### src/rtl/irq_pending_ctrl.sv
// irq_pending_ctrl
// Interrupt-request front end for an 8-to-3 priority encoding path.
// Rising edges on req are captured into a pending register. The
// highest-priority pending source that is also enabled in mask (bit 7
// highest) is presented as a 3-bit index over a valid/ready handshake.
// The presented pending bit is cleared when the consumer accepts it.
//
// Ports:
//   clk        single clock, rising edge
//   rst        asynchronous, active-high reset
//   req[7:0]   level request lines; each 0->1 transition is one event
//   mask[7:0]  per-source enable for selection (pending still latches)
//   pend_clr   one-cycle software clear of pending bits
//   irq_ready  consumer accepts irq_id when high together with irq_valid
//   irq_valid  irq_id is valid and held stable until accepted
//   irq_id     index of the presented source
//   pending    current pending register
//   overrun    sticky: an edge arrived on a bit that was already pending
//   ovr_clr    clears the corresponding overrun bits
//
// Build option: define IRQ_SYNC_EN to pass req through a two-flop
// synchronizer before edge detection (req asynchronous to clk). This
// adds two cycles of latency from req to irq_valid.

module irq_pending_ctrl (
  input  logic       clk,
  input  logic       rst,
  input  logic [7:0] req,
  input  logic [7:0] mask,
  input  logic [7:0] pend_clr,
  input  logic       irq_ready,
  output logic       irq_valid,
  output logic [2:0] irq_id,
  output logic [7:0] pending,
  output logic [7:0] overrun,
  input  logic [7:0] ovr_clr
);

  typedef enum logic {IDLE, PRESENT} state_t;

  state_t     state_reg;
  logic       valid_reg;
  logic [2:0] id_reg;
  logic [7:0] req_s;
  logic [7:0] req_q_reg;
  logic [7:0] pend_reg;
  logic [7:0] pend_next;
  logic [7:0] ovr_reg;
  logic [7:0] ovr_next;
  logic [7:0] edge_v;
  logic [7:0] clear_v;
  logic [7:0] cand;
  logic [2:0] sel;
  logic       accept;

`ifdef IRQ_SYNC_EN
  logic [7:0] sync1_reg;
  logic [7:0] sync2_reg;

  always_ff @(posedge clk or posedge rst) begin
    if (rst) begin
      sync1_reg <= '0;
      sync2_reg <= '0;
    end else begin
      sync1_reg <= req;
      sync2_reg <= sync1_reg;
    end
  end

  assign req_s = sync2_reg;
`else
  assign req_s = req;
`endif

  assign edge_v = req_s & ~req_q_reg;
  assign accept = valid_reg & irq_ready;
  assign cand   = pend_reg & mask;

  // Per-bit pending / overrun rules; a new edge always wins over a clear.
  genvar gi;
  generate
    for (gi = 0; gi < 8; gi++) begin : g_bit
      assign clear_v[gi]   = pend_clr[gi] | (accept & (id_reg == 3'(gi)));
      assign pend_next[gi] = (pend_reg[gi] & ~clear_v[gi]) | edge_v[gi];
      assign ovr_next[gi]  = (ovr_reg[gi] & ~ovr_clr[gi]) |
                             (edge_v[gi] & pend_reg[gi] & ~clear_v[gi]);
    end
  endgenerate

  // Ascending scan so the highest enabled pending index is kept.
  always_comb begin
    sel = 3'd0;
    for (int i = 0; i < 8; i++) begin
      if (cand[i]) sel = 3'(i);
    end
  end

  always_ff @(posedge clk or posedge rst) begin
    if (rst) begin
      req_q_reg <= '0;
      pend_reg  <= '0;
      ovr_reg   <= '0;
    end else begin
      req_q_reg <= req_s;
      pend_reg  <= pend_next;
      ovr_reg   <= ovr_next;
    end
  end

  // Presentation FSM. Once PRESENT, irq_id is frozen until accepted,
  // regardless of later mask changes, clears or higher-priority arrivals.
  always_ff @(posedge clk or posedge rst) begin
    if (rst) begin
      state_reg <= IDLE;
      valid_reg <= 1'b0;
      id_reg    <= 3'd0;
    end else begin
      case (state_reg)
        IDLE: begin
          if (|cand) begin
            id_reg    <= sel;
            valid_reg <= 1'b1;
            state_reg <= PRESENT;
          end
        end
        PRESENT: begin
          if (accept) begin
            valid_reg <= 1'b0;
            state_reg <= IDLE;
          end
        end
        default: begin
          valid_reg <= 1'b0;
          state_reg <= IDLE;
        end
      endcase
    end
  end

  assign irq_valid = valid_reg;
  assign irq_id    = id_reg;
  assign pending   = pend_reg;
  assign overrun   = ovr_reg;

endmodule

### config.mk
export PLATFORM = sky130hd
export DESIGN_NAME = irq_pending_ctrl
export DESIGN_NICKNAME = d
export VERILOG_FILES = /design/src/rtl/irq_pending_ctrl.sv
export SDC_FILE = /design/constraint.sdc
export NUM_CORES = 1
export LEC_CHECK = 0
export CAP_MARGIN = 25
export CORE_MARGIN = 2
export CORE_UTILIZATION = 40
export DETAILED_ROUTE_END_ITERATION = 16
export GPL_TIMING_DRIVEN = 0
export PLACE_DENSITY = 0.78
export SLEW_MARGIN = 30
export SYNTH_ARGS = -nofsm -noshare
export SYNTH_HDL_FRONTEND = slang
export SYNTH_SLANG_ARGS = --single-unit
### constraint.sdc
create_clock -name clk -period 1.6 [get_ports clk]
set_input_delay 0.32 -clock clk [delete_from_list [all_inputs] [get_ports clk]]
set_output_delay 0.32 -clock clk [all_outputs]
set_load 0.005 [all_outputs]
* Yosys cells after proc, flatten, opt, wreduce, memory -nomap -nowiden
Index checks and enable logic that the tools add are counted.
Word-level totals: bits of input ports 35, register bits after elaboration 29, logic and storage cells 117, output and inout port bits 20
Cells by class: mux-type cells 13, reduce and logical (&&, ||, !) cells 4, bitwise logic cells 85, equality and inequality tests 9
Operator list (number):
- $and A1 B1 Y1 | 41
- $or A1 B1 Y1 | 24
- $mux W3 | 6
- $not A1 Y1 | 17
- $and A8 B8 Y8 | 2
- $eq A3 B3 Y1 const B | 4
- $not A8 Y8 | 1
- $reduce_or A8 Y1 | 1
- $eq A3 B2 Y1 const B | 2
- $mux W1 | 5
- $pmux W1 S2 | 2
- $reduce_and A2 Y1 | 2
- $eq A3 B1 Y1 const B | 1
- $logic_not A3 Y1 | 1
- $ne A2 B1 Y1 const B | 1
- $ne A2 B2 Y1 const B | 1

* Depth between registers and ports, before layout
Gate-level depths: netlist (run 1).
depth in word-level cells 8, mapped depth 4, gate-level depth less buffers 4

* Worst setup path after synthesis (run 1)
No wires, ideal clock.
path type flip-flop to flip-flop, from register pend_reg[4], in the netlist pending[4], to register id_reg[0], in the netlist irq_id[0], path slack 0.197 ns, data arrival time 1.278 ns, period minus slack after synthesis 1.403 ns, library setup time 0.125 ns, data required time 1.475 ns, buffers on the path 0, stages on the path, launching flop included 5, cell sequence dfrtp_1 a22o_1 and3b_2 a31oi_4 mux2_4
On the way: longest elaborated chain between the ends 5, elaborated cells between the ends (all ways) 7, classes of those cells 4 x mux; 1 x bitwise; 2 x reduce/logical
Ends and longest elaborated chain:
- from (decl) | RTL line 46 | logic [7:0] pend_reg;
- from (signal assigned) | RTL line 105 | pend_reg <= pend_next;
- $and A8 B8 Y8 (*) | RTL line 77 | assign cand = pend_reg & mask;
- $mux W3 (4 in series) | RTL line 94 | if (cand[i]) sel = 3'(i);
- to (signal assigned) | RTL line 121 | id_reg <= sel;
- to (decl) | RTL line 43 | logic [2:0] id_reg;
Every way passes the cells marked *; elsewhere a longest branch is shown, timed or not. A chain may end at the register's enable or synchronous reset.

* Worst setup path after layout (run 1)
from input port mask[4], to register id_reg[1], in the netlist irq_id[1]
On the way: longest elaborated chain between the ends 5, elaborated cells between the ends (all ways) 7, classes of those cells 4 x mux; 1 x bitwise; 2 x reduce/logical
Ends and longest elaborated chain:
- from (decl) | RTL line 29 | input logic [7:0] mask,
- $and A8 B8 Y8 (*) | RTL line 77
- $mux W3 (4 in series) | RTL line 94
Marks and branches as above.

==> run metrics, run 1 <==
status=finished, final reports clean; setup ws final=approximately 46 ps; Core Area=roughly 2800 µm²; pin count of the biggest net entering global routing=30; die outline area=3410 µm²; hpwl dp=between 2000 and 2500 µm; Peak Freq=643 MHz; Post-Synthesis Cells=106; gpl congestion=0.825; via count=about 1.1k; Yosys warnings=0; Wirelength per Cell=15.3 µm; Max clock buf depth=2; worst-margin pin slew=~600 ps; Detailed Routing Iterations Pass 1=4; ant diodes=0; critical path class=input port to flip-flop; TritonCTS clock tree=yes; Hold Buf Count CTS=0; first-pass GRT wire length=just under 5000 µm; Max rail drop VDD=between 1000 and 1500 µV; WL final=about 3100 µm; Critical Path Max Stage Delay=approximately 480 ps; Yosys top cell by area=dfrtp_1; global route total overflow=0; Final ANT Viol Nets=0; Iteration-0 DRC Markers=39; clk sink count=29; syn avg cell area=11.2 µm²; post-synthesis sequential area ratio=61.3%; Die Ht=58.4 µm; clock latency on the worst-skew pair=about 330 ps; ys flop type=dfrtp_1; Chip Width=just under 60 µm; CTS H-Tree Depth=2; crit path buf inv count=1; dpl ws=-296 ps; Netlist cell types=19; commonest non-fill, non-tap cells in the layout=clkdlybuf4s50_1, dfrtp_1, nand2_1, inv_1, nand2b_1; Critical Path RT=1820 ps; fraction of layout cells with a size suffix above 1=12.1%; Vias per Instance=between 5 and 6; I/O Buffers=54; clock root buffer=clkbuf_4; critical path endpoint category=flip-flop; Final Max Tran Viols=0; Gate power share=between 30% and 40%; Area Growth Syn to Fin=60.5%; Clock Power Share=between 20% and 30%; commonest non-fill, non-tap cell in the layout=clkdlybuf4s50_1; Pwr Total=2.31 mW; CP max-delay cell=clkdlybuf4s50_1; initial core utilization=about 43%; Mapped Nets=approximately 140; final-report setup violation count=0; final hold slack=360 ps; Int Pwr=1.66 mW; IO Pins=between 50 and 60; slew margin rel.=between 60 and 70%; clock skew=6.62 ps; fin crit share=a little over nine tenths; RSZ-0062 raised after global routing=no; Static Leak=between 0.8 and 0.9 nW; DRC Markers=0; Reg power frac=40.8%; TNS Setup=0 ps; Hold Vio Cnt, Final=0; row count=19; top-area cell type share of the netlist area=between 60% and 70%; Net Switching=approximately 0.64 mW; HP Class=input port to asynchronous set/reset pin; Max Fanout on Critical Path=4; crit path cell chain=clkdlybuf4s50_1 -> a22o_1 -> and3b_2 -> a31oi_4 -> mux2_4; crit-path leading delay family=buffers and inverters; sw frac=between 20% and 30%; number of flops mapped to enable cells by yosys=0; startpoint types=input port; Max Cap Viol=0; Async SR Flop Fraction=100%; Data arrival, critical path=around 1800 ps; largest cells by area after synthesis=dfrtp_1, nand2b_1, nand2_1; power density cells=1210 nW/µm²; number of global-route vias before repair=approximately 1.1k; # nets final=208; CTS Buf Count=5; Yosys reg bits=29; Tot GR Track Use=around a fifth; clock-pin slew on the worst setup and hold paths=90 ps; initial antenna violation count=0; Mapped Area=around 1200 µm²; final worst path period need=around 1600 ps
timing repair:
action / CTS / global route
cloned: 0 / 0
gates resized for setup: 3 / 2
endpoints found under the setup margin: 5 / 3
buffers inserted: 4 / 2
power groups by stage:
stage               clock network, mW  logic (mW)  registers [mW]
finish                          0.625       0.741           0.940
global placement                    0       0.596           0.992
global route                    0.666       0.796           0.953
detailed placement                  0       0.610           0.998
floorplan                           0       0.272           0.971
CTS                             0.634       0.713           0.949
cells in the mapped netlist, drive strengths merged, types with 2 or more instances:
library cell  count
inv              12
a21o              2
dfrtp            29
o211ai            2
mux2              2
o311ai            2
o22ai             9
nand2b           10
a22oi             2
o21ai             6
nand2            16
nand3             3
nor2b             6
routing by layer:
layer	track usage, %	wire, µm	vias up
met1	20.6	1170	503
met4	8.97	61	0
met5	0	0	-
met3	8.79	290	8
li1	-	-	502
met2	34.0	1610	50
worst register-to-register path, cell delays in order (launching register included):
cell and delay [ps]:
dfrtp_1 430, a22o_1 180, and3b_2 240, a31oi_4 250, mux2_4 320
stage by stage:
stage | area, µm² | instances | utilization (%)
floorplan | 1180 | 106 | -
global placement | 1760 | 191 | 63.4
detailed placement | 1760 | 191 | 63.4
CTS | 1880 | 203 | 67.6
global route | 1900 | 205 | 68.3
finish | 1900 | 205 | 68.3
cell type report:
cell class,instances,area (µm²)
Timing Repair Buffer,60,589
Fill cell,234,882
Inverter,12,45.0
Multi-Input combinational cell,65,413
Clock buffer,7,55.1
Sequential cell,29,728
Tap cell,31,38.8
Clock inverter,1,30.0
logic make-up after synthesis:
| kind of cell | count (synthesis) | synth area share [%] |
|---|---|---|
| buffers and inverters | 12 | 3.81 |
| multiplexers | 2 | 2.54 |
| AO/OA/AOI/OAI | 27 | 16.7 |
| flip-flops | 29 | 61.3 |
| AND/OR/NAND/NOR | 36 | 15.6 |
worst paths after layout:
path                                             start                endpoint  slack (ps)  cells past startpoint
worst max-delay path                           mask[4]   irq_id[1]$_DFFE_PP0P_          50                      5
worst min-delay path                               rst  req_q_reg[1]$_DFF_PP0_         360                      2
worst max register to register    pending[4]$_DFF_PP0_   irq_id[1]$_DFFE_PP0P_          60                      4
worst min register to register  req_q_reg[6]$_DFF_PP0_    pending[6]$_DFF_PP0_         510                      2
max in group asynchronous                          rst   irq_id[1]$_DFFE_PP0P_         810                      2
min in group clk                                req[1]  req_q_reg[1]$_DFF_PP0_         450                      1
Note: power is estimated with default switching activity, not from simulation.
==> run 2: changes to the inputs <==
Settings changed: CTS_CLUSTER_DIAMETER set to 80.
==> results of run 2 <==
No change in the layout: final DEF, timing and power equal those of run 1.
